## src/rtl/ppa_sum_stage.sv

```systemverilog
`default_nettype none
// ============================================================================
// Module      : ppa_sum_stage
// Description : Final sum stage of a parallel-prefix adder. It forms the carries
//               from the prefix-tree group generate/propagate and the carry-in,
//               then computes sum, carry-out and signed overflow. Results pass
//               through a 2-entry ready/valid output buffer.
// Revision    : 1.0 - initial release
// ============================================================================
module ppa_sum_stage #(
    parameter int WIDTH = 16
) (
    input  logic             clk,
    input  logic             rst,
    input  logic             in_valid,
    output logic             in_ready,
    input  logic [WIDTH-1:0] p_in,
    input  logic [WIDTH-1:0] gg_in,
    input  logic [WIDTH-1:0] gp_in,
    input  logic             cin,
    output logic             out_valid,
    input  logic             out_ready,
    output logic [WIDTH-1:0] sum,
    output logic             cout,
    output logic             ovf,
    output logic [15:0]      op_count
);

    // Each entry is packed as {cout, ovf, sum}.
    localparam int ENTRY_W = WIDTH + 2;

    typedef enum logic [1:0] {
        S_EMPTY = 2'd0,
        S_ONE   = 2'd1,
        S_FULL  = 2'd2
    } state_t;

    state_t               r_state;
    state_t               w_state_next;
    logic [ENTRY_W-1:0]   r_head;
    logic [ENTRY_W-1:0]   r_tail;
    logic [15:0]          r_op_count;
    logic [WIDTH:0]       w_carry;
    logic [ENTRY_W-1:0]   w_result;
    logic                 w_in_fire;
    logic                 w_out_fire;
    logic                 w_load_head;
    logic                 w_load_tail;
    logic                 w_promote;

    // Carry into bit i is the group generate of bits below it, plus cin when
    // the whole lower group propagates.
    assign w_carry[0] = cin;
    for (genvar i = 1; i <= WIDTH; i++) begin : g_carry
        assign w_carry[i] = gg_in[i-1] | (gp_in[i-1] & cin);
    end

    assign w_result = {w_carry[WIDTH],
                       w_carry[WIDTH] ^ w_carry[WIDTH-1],
                       p_in ^ w_carry[WIDTH-1:0]};

    // Handshake flags are decoded from the registered state only; gating with
    // rst keeps both sides quiet while reset is held.
    assign in_ready   = (r_state != S_FULL)  && !rst;
    assign out_valid  = (r_state != S_EMPTY) && !rst;
    assign w_in_fire  = in_valid  && in_ready;
    assign w_out_fire = out_valid && out_ready;

    assign sum      = rst ? '0 : r_head[WIDTH-1:0];
    assign ovf      = rst ? 1'b0 : r_head[WIDTH];
    assign cout     = rst ? 1'b0 : r_head[WIDTH+1];
    assign op_count = rst ? 16'd0 : r_op_count;

    // Next-state and buffer-update decode for the EMPTY/ONE/FULL buffer.
    always_comb begin
        w_state_next = r_state;
        w_load_head  = 1'b0;
        w_load_tail  = 1'b0;
        w_promote    = 1'b0;
        case (r_state)
            S_EMPTY: begin
                if (w_in_fire) begin
                    w_state_next = S_ONE;
                    w_load_head  = 1'b1;
                end
            end
            S_ONE: begin
                if (w_in_fire && w_out_fire) begin
                    // Head leaves and the new result takes its place.
                    w_load_head  = 1'b1;
                end else if (w_in_fire) begin
                    w_state_next = S_FULL;
                    w_load_tail  = 1'b1;
                end else if (w_out_fire) begin
                    w_state_next = S_EMPTY;
                end
            end
            S_FULL: begin
                // in_ready is low here, so no input can be accepted.
                if (w_out_fire) begin
                    w_state_next = S_ONE;
                    w_promote    = 1'b1;
                end
            end
            default: begin
                w_state_next = S_EMPTY;
            end
        endcase
    end

    // State, buffer entries and output transfer counter.
    always_ff @(posedge clk) begin
        if (rst) begin
            r_state    <= S_EMPTY;
            r_head     <= '0;
            r_tail     <= '0;
            r_op_count <= 16'd0;
        end else begin
            r_state <= w_state_next;
            if (w_load_head) begin
                r_head <= w_result;
            end else if (w_promote) begin
                r_head <= r_tail;
            end
            if (w_load_tail) begin
                r_tail <= w_result;
            end
            if (w_out_fire) begin
                r_op_count <= r_op_count + 16'd1;
            end
        end
    end

endmodule
`default_nettype wire

```

## config.mk

```make
export PLATFORM = sky130hd
export DESIGN_NAME = ppa_sum_stage
export DESIGN_NICKNAME = d
export VERILOG_FILES = /design/src/rtl/ppa_sum_stage.sv
export SDC_FILE = /design/constraint.sdc
export NUM_CORES = 1
export LEC_CHECK = 0
export CAP_MARGIN = 10
export CORE_MARGIN = 3
export CORE_UTILIZATION = 49
export DETAILED_ROUTE_END_ITERATION = 7
export PLACE_DENSITY = 0.85
export SYNTH_ARGS = -nofsm -noshare
export SYNTH_HDL_FRONTEND = slang
export SYNTH_SLANG_ARGS = --single-unit
```

## constraint.sdc

```tcl
create_clock -name clk -period 4.7 [get_ports clk]
set_input_delay 1.175 -clock clk [delete_from_list [all_inputs] [get_ports clk]]
set_output_delay 1.175 -clock clk [all_outputs]
set_load 0.005 [all_outputs]
```

# Yosys cells after proc, flatten, opt, wreduce, memory -nomap -nowiden

Cells that the tools add are included.

Shift-type cells: 0
Eq/ne operators: 7
Magnitude comparators: 0
Bitwise gates (word level): 34
Multiply operators: 0
Divide/modulo/power cells: 0
$add $sub $neg: 1
Muxes and demuxes: 19
Reductions and logical operators: 10

Operators with widths:

| operator              | count |
|---|---|
| $mux 18               | 2 |
| $mux 16               | 2 |
| $add 16x1->16 const B | 1 |
| $and 1x1->1           | 16 |
| $or 1x1->1            | 16 |
| $xor 16x16->16        | 1 |
| $mux 2                | 5 |
| $mux 1                | 8 |
| $ne 2x2->1 const B    | 4 |
| $pmux 2 s3            | 1 |
| $logic_and 1x1->1     | 5 |
| $reduce_and 4->1      | 1 |
| $reduce_bool 2->1     | 2 |
| $ne 3x3->1 const B    | 1 |
| $eq 2x1->1 const B    | 1 |
| $eq 2x2->1 const B    | 1 |
| $logic_not 2->1       | 1 |
| $pmux 1 s2            | 1 |
| $logic_not 1->1       | 1 |
| $xor 1x1->1           | 1 |

Memories: 0
Flip-flop bits (word level): 54
Output and inout port bits: 36
Input bits: 53
Memory bits (writable): 0
Bits in read-only memories: 0
Latch bits: 0

# Depth between registers and ports, before layout

Gate-level depths: netlist (run 1).

Depth after elaboration: 7
Depth in mapped cells: 6

# Least setup slack after synthesis (run 1)

OpenSTA, ideal clock, no wires.

Kind: input to output
Start: in rst
End: out in_ready
Stages: 5
Buffers on the path: 4
Arrival: 2,281 ps
Slack: 1,244 ps
Cell sequence: buf_2 -> buf_1 -> clkbuf_1 -> clkbuf_1 -> nor2_1

Cells in the longest elaborated chain, start to end: 2

Ends and longest elaborated chain:

| element           | RTL line | source |
|---|---|---|
| from (decl)       | 14       | `input logic rst,` |
| $logic_not 1->1   | 64       | `assign in_ready = (r_state != S_FULL) && !rst;` |
| $logic_and 1x1->1 | 64       |  |
| to (decl)         | 16       | `output logic in_ready,` |

No other way between the ends.

# Final worst setup path (run 1)

Start: in rst
End: out op_count[2]

Cells in the longest elaborated chain, start to end: 1

Ends and longest elaborated chain:

| element   | RTL line | source |
|---|---|---|
| $mux 16   | 72       | `assign op_count = rst ? 16'd0 : r_op_count;` |
| to (decl) | 26       | `output logic [15:0] op_count` |

No other way between the ends.

==> metrics.yaml, run 1 <==
detailed_routing:
  wl_per_cell_um: 13.3
  ant_nets: 0
  first_pass_iters: 4
  drc: 0
  wl_um: 6390
  num_vias: 2592
  viasPerCell: 5.39
  first_iter_violations: 157
worst_setup_path:
  worstSetupEndpointType: "output port"
  crit_type: "in2out"
  crit_path_cell_trace: "buf_2, nand2b_1, inv_1, clkdlybuf4s50_1"
  worstRegToRegCells: 4
  regToRegStartpoint: "r_state[0]"
  worstReg2RegEnd: "r_head[13]"
  critPathRequiredTime_ps: 3520
  crit_slowest_cell: "buf_2"
  crit_arrival_ps: 2480
  setup.worst_path.start_class: "input pin"
  critPathMaxFanout: 34
  critPathMaxStageDelay_ps: 450
  rrSetupSlack_ps: 2580
hold_path:
  min-delay-start: "r_head[11]"
  holdPathStages: 2
  holdPathEnd: "r_head[11]"
  hold_path.class: "reg2reg"
timing:
  worst_pin_slew_ps: 1120
  tns_ps: 0
  skew_ps: 6.43
  slew_headroom: 0.246
  setup_viol: 0
  fin_crit_ps: 3650
  timing.fmax_ghz: 0.274
  post-route-period-util: 0.778
  hold_violations: 0
  slew_viol_final: 0
  rsz0062_at_grt: "no"
  setup_slack_ps: 1050
grt:
  antenna_found_initial: 0
  grt_max_degree: 44
  grt_usage: 0.209
  grt_pass1_wl_um: 10800
  gr-total-overflow: 0
  grt_pass1_vias: 2505
logic_synthesis:
  ys_types: 39
  ys_ff_latch: 54
  netlist_area_mm2: 0.00267
  synth_seq_area_share: 0.404
  synth.net_count: 386
  syn_inst: 332
  syn_avg_cell_area_um2: 8.05
  yosysWarnings: 0
clock_network:
  cts.sinks: 54
  numCtsBuffers: 5
  cts_setup_buffers: 0
  cts_resized: 0
  clk_latency_ps: 310
  ctsHoldBuffers: 0
  cts_tree: "built"
  clk_pin_slew_ps: 90
  cts_root_buffer: "clkbuf_8"
  cts_max_level: 2
  cts.path.max_buffers: 2
floorplan:
  initial_utilization: 0.513
  die_w_um: 79.9
  dieHeight_um: 79.9
  core-area_mm2: 0.00520
  io_pins: 89
  dieArea_mm2: 0.00638
  num_rows: 26
pwr:
  powerDensity_mw_per_mm2: 244
  peakVddDrop_mv: 0.162
  finalPower_w: 0.000905
  leakage_nw: 1.25
outcome:
  status: "finished clean"
placement:
  dpl.hpwl_um: 4620
  port_buffers: 88
  gp_congestion: 0.821
  place_worst_setup_slack_ps: 1050
  dp_cells: 473
layout:
  final_nets: 464
  num_antenna_cells: 0
  drive_gt1_frac: 0.0487
  multi_input_area_mm2: 0.00151
  final_cells: 481
  n_fill_cell: 420
  seq_area_mm2: 0.00108
  syn2layout_area_growth_pct: 38.9
flow_run:
  maxCapViolCount: 0
[per-stage QoR]
stage | hold WS (ps) | util | cell area, um2
after floorplan | 432 | - | 2670
after global placement | 439 | 0.695 | 3620
after detailed placement | 446 | 0.695 | 3620
after CTS | 458 | 0.713 | 3710
after global routing | 476 | 0.713 | 3710
final | 456 | 0.713 | 3710
[sequential cells by signal, indices dropped and copies added, names as in the netlist]
name,count
r_head,18
r_state,2
r_tail,18
r_op_count,16
[logic make-up after synthesis]
group           share of synthesized area
flops                               0.404
mux                                0.0154
xor+xnor                           0.0819
fa+ha+maj                         0.00468
buf+inv                            0.0379
simple gates                        0.259
compound gates                      0.197
[layer usage]
layer / global-route usage / wire length (um) / vias to the layer above
met2: 0.381 / 3260 / 95
met1: 0.246 / 2640 / 1192
met5: 0 / 0 / -
li1: - / - / 1295
met4: 0.0507 / 80 / 0
met3: 0.0497 / 407 / 10
[worst max-delay path: cells and delay by family]
family        cells  cell delay [ps]
buf+inv           3              990
simple gates      1              310
[area by class of cell]
type / instances / share of cell area
Inverter: 3 / 0.00303
Clock buffer: 6 / 0.0223
Sequential cell: 54 / 0.291
Multi-Input combinational cell: 253 / 0.407
Clock inverter: 2 / 0.00337
Tap cell: 70 / 0.0236
Timing Repair Buffer: 93 / 0.249
[cells in the mapped netlist]
cell type   n  share of area
nor2_1     21          0.029
a2bb2oi_1   2         0.0066
nor3_1      2         0.0037
inv_1       3         0.0042
and4_1      1         0.0033
a221o_1     2         0.0075
and2_1      2         0.0047
dfxtp_1    54           0.40
nor4bb_1    1         0.0037
nor4_1      4         0.0094
nand3b_1    1         0.0028
o22a_1      1         0.0033
o2111a_1    1         0.0042
nand3_1     6          0.011
mux2_2      1         0.0042
or3_1       3         0.0070
mux2i_1     3          0.011
or4_4       1         0.0042
buf_2       6          0.011
nand2_1    50          0.070
nand4b_1    2         0.0066
nor3_2      1         0.0037
ha_1        1         0.0047
a22oi_1    13          0.037
nor3b_1     1         0.0028
o31ai_1     2         0.0056
nor2b_1    35          0.082
nand2b_1    3         0.0070
o21ai_0     5         0.0094
o211ai_1    2         0.0056
xnor2_1    22          0.072
a211oi_1    5          0.014
clkbuf_1   13          0.018
nand4_1     1         0.0023
xor2_1      3         0.0098
a21oi_1    52          0.097
nand4_2     1         0.0047
buf_1       3         0.0042
o41ai_1     2         0.0066
[layout by cell type (no fill, tap or decap), types with 2 or more instances in the layout]
master,count
a211oi_1,5
a21oi_1,52
a221o_1,2
a22oi_1,13
a2bb2oi_1,2
and2_1,2
buf_4,4
clkbuf_8,6
clkdlybuf4s50_1,87
dfxtp_1,54
inv_1,3
mux2i_1,3
nand2_1,50
nand2b_1,3
nand3_1,6
nand4b_1,2
nor2_1,21
nor2b_1,35
nor3_2,2
nor4_1,4
o211ai_1,2
o21ai_0,5
o31ai_1,2
o41ai_1,2
or3_1,3
xnor2_1,22
xor2_1,3
[power by group]
part           internal (W)  switching [W]  total (W)
logic             0.0000880      0.0000639   0.000152
registers          0.000472      0.0000114   0.000484
clock network      0.000119       0.000151   0.000269
[worst max-delay path by stage]
stage	startpoint	end	slack [ps]	cells past startpoint
final	rst	op_count[2]	1050	4
after global routing	rst	op_count[2]	910	4
after CTS	rst	op_count[2]	1040	4
after detailed placement	rst	op_count[2]	1050	4
after global placement	rst	sum[15]	1060	4
after floorplan	rst	in_ready	1240	5
Note: power is estimated with default switching activity, not from simulation.
==> inputs of run 2 (changes only) <==
--- a/config.mk
+++ b/config.mk
@@ -7,9 +7,9 @@
 export LEC_CHECK = 0
 export CAP_MARGIN = 10
 export CORE_MARGIN = 3
-export CORE_UTILIZATION = 49
+export CORE_UTILIZATION = 41
 export DETAILED_ROUTE_END_ITERATION = 7
-export PLACE_DENSITY = 0.85
+export PLACE_DENSITY = 0.76
 export SYNTH_ARGS = -nofsm -noshare
 export SYNTH_HDL_FRONTEND = slang
 export SYNTH_SLANG_ARGS = --single-unit
==> constraint.sdc (replaced) <==
create_clock -name clk -period 3.1 [get_ports clk]
set_input_delay 0.775 -clock clk [delete_from_list [all_inputs] [get_ports clk]]
set_output_delay 0.775 -clock clk [all_outputs]
set_load 0.005 [all_outputs]
==> metrics.yaml, run 2 (same netlist as run 1, synthesis figures left out) <==
worst_setup_path:
  crit_path_cell_trace: "buf_2, buf_12, nor2b_1, clkdlybuf4s50_1"
  critPathMaxStageDelay_ps: 540  # +90 ps
  regToRegStartpoint: "r_state[0]"
  startpoint: "rst"
  crit_slowest_cell: "clkdlybuf4s50_1"
  worstReg2RegEnd: "r_head[2]"
  worstRegToRegCells: 4  # unchanged
  critPathMaxFanout: 43  # +26%
  critPathRequiredTime_ps: 2320  # -1200 ps
  critPathBufInv: 3  # unchanged
  endpoint: "sum[15]"
  cp.depth: 4  # unchanged
  setup.worst_path.start_class: "input pin"
  crit_type: "in2out"
  rrSetupSlack_ps: 1080  # -1500 ps
  crit_family: "buffers and inverters"
  crit_arrival_ps: 1950  # -530 ps
  worstSetupEndpointType: "output port"
layout:
  num_antenna_cells: 0  # unchanged
  layout_commonest_cell: "clkdlybuf4s50_1"
  seq_area_mm2: 0.00108  # unchanged
  drive_gt1_frac: 0.0601  # +0.0114
  multi_input_area_mm2: 0.00151  # unchanged
  n_fill_cell: 554  # +32%
  final_nets: 470  # +1.3%
  reg_top3: "r_head (18), r_tail (18), r_op_count (16)"
  mostFrequentLayoutCells: "clkdlybuf4s50_1 (87), dfxtp_1 (54), a21oi_1 (52)"
  syn2layout_area_growth_pct: 40.8
hold_path:
  hold_path.class: "reg2reg"
  min-delay-start: "r_head[4]"
floorplan:
  num_rows: 28  # +7.7%
  dieArea_mm2: 0.00752  # +18%
  io_pins: 89  # unchanged
  core-area_mm2: 0.00613  # +18%
  initial_utilization: 0.436  # -0.0775
  die_w_um: 86.7  # +8.6%
  dieHeight_um: 86.7  # +8.6%
grt:
  antenna_found_initial: 0  # unchanged
  grt_pass1_wl_um: 11100  # +3.4%
  grt_usage: 0.185  # -0.0247
  grt_max_degree: 44  # unchanged
  grt_pass1_vias: 2467  # -1.5%
  gr-total-overflow: 0  # unchanged
clock_network:
  ctsHoldBuffers: 0  # unchanged
  cts_setup_buffers: 0  # unchanged
  clk_pin_slew_ps: 100  # about the same
  cts_tree: "built"
  cts_resized: 0  # unchanged
  cts_max_level: 2  # unchanged
  cts.path.max_buffers: 2  # unchanged
  cts.sinks: 54  # unchanged
  clk_latency_ps: 310  # about the same
  cts_root_buffer: "clkbuf_8"
  numCtsBuffers: 5  # unchanged
timing:
  skew_ps: 13.6  # +7.13 ps
  setup_viol: 0  # unchanged
  slew_headroom: 0.250  # +0.00395
  slew_viol_final: 0  # unchanged
  tns_ps: 0  # unchanged
  post-route-period-util: 0.879
  timing.fmax_ghz: 0.367
  whs_ps: 454  # -2.15 ps
  fin_crit_ps: 2730
  hold_violations: 0  # unchanged
  rsz0062_at_grt: "no"
  worst_pin_slew_ps: 1120  # -5.89 ps
pwr:
  peakVddDrop_mv: 0.252  # +55%
  powerDensity_mw_per_mm2: 361  # +48%
  leakage_nw: 1.28  # +2.5%
detailed_routing:
  num_vias: 2540  # -2.0%
  viasPerCell: 5.17  # -4.0%
  first_pass_iters: 4  # unchanged
  ant_nets: 0  # unchanged
  first_iter_violations: 74  # -53%
  drc: 0  # unchanged
  wl_per_cell_um: 13.2  # -0.46%
  wl_um: 6490  # +1.6%
flow_run:
  maxCapViolCount: 0  # unchanged
placement:
  port_buffers: 88  # unchanged
  gp_congestion: 0.779  # -5.1%
  dpl.hpwl_um: 4870  # +5.5%
outcome:
  status: "finished clean"
## run 2: changes by cell type in the layout (fill, tap and decap cells not counted)
cell	change
buf_4	+5
buf_12	+1
clkbuf_8	-1
clkinvlp_4	-1
inv_6	+1
## run 2: power breakdown
| part | leakage (nW) | internal, W | switching, W |
|---|---|---|---|
| clock network | 0.0444 | 0.000157 | 0.000231 |
| logic | 0.796 | 0.000140 | 0.0000994 |
| registers | 0.438 | 0.000716 | 0.0000156 |
## run 2: per-layer routing
metal  part of all wire  wire length [um]  vias up  GRT usage
met5                  0                 0        -          0
met4              0.018               120        0     0.0652
met3              0.047               302       10     0.0314
met2               0.50              3270       64      0.327
met1               0.43              2800     1156      0.224
li1                   -                 -     1310          -
## run 2: through the flow
| step | cells | worst slack (ps) | total power [W] | instance area, um2 | utilization |
|---|---|---|---|---|---|
| floorplan | 332 | 444 | 0.000861 | 2670 | - |
| global placement | 484 | 363 | 0.000983 | 3680 | 0.600 |
| detailed placement | 484 | 301 | 0.000988 | 3680 | 0.600 |
| CTS | 491 | 373 | 0.00137 | 3760 | 0.614 |
| global route | 491 | 301 | 0.00142 | 3760 | 0.614 |
| finish | 491 | 375 | 0.00136 | 3760 | 0.614 |
## run 2: how the worst min path moves through the flow
stage,to,slack [ps],cells after the start
detailed placement,r_head[4],440,2
CTS,r_head[4],460,2
floorplan,r_tail[15],430,2
finish,r_head[4],450,2
global placement,r_head[4],440,2
global route,r_head[1],470,2
## run 2: cell type report
type | instances | share of cell area
inverters | 3 | 0.00299
clock inverters | 2 | 0.00366
flip-flops and latches | 54 | 0.287
clock buffers | 5 | 0.0183
multi-input cells | 253 | 0.401
repair buffers | 99 | 0.261
well taps | 75 | 0.0249
## run 2: worst min-delay path: cells and delay by family (launching register included)
kind,cells,cell delay (ps)
flops,1,320
simple gates,1,50
compound gates,1,50
==> inputs of run 3 (changes only) <==
--- a/config.mk
+++ b/config.mk
@@ -9,6 +9,7 @@
 export CORE_MARGIN = 3
 export CORE_UTILIZATION = 41
 export DETAILED_ROUTE_END_ITERATION = 7
+export GPL_ROUTABILITY_DRIVEN = 0
 export PLACE_DENSITY = 0.76
 export SYNTH_ARGS = -nofsm -noshare
 export SYNTH_HDL_FRONTEND = slang
==> results of run 3 <==
The final DEF is identical to that of run 2; final timing and power are the same.
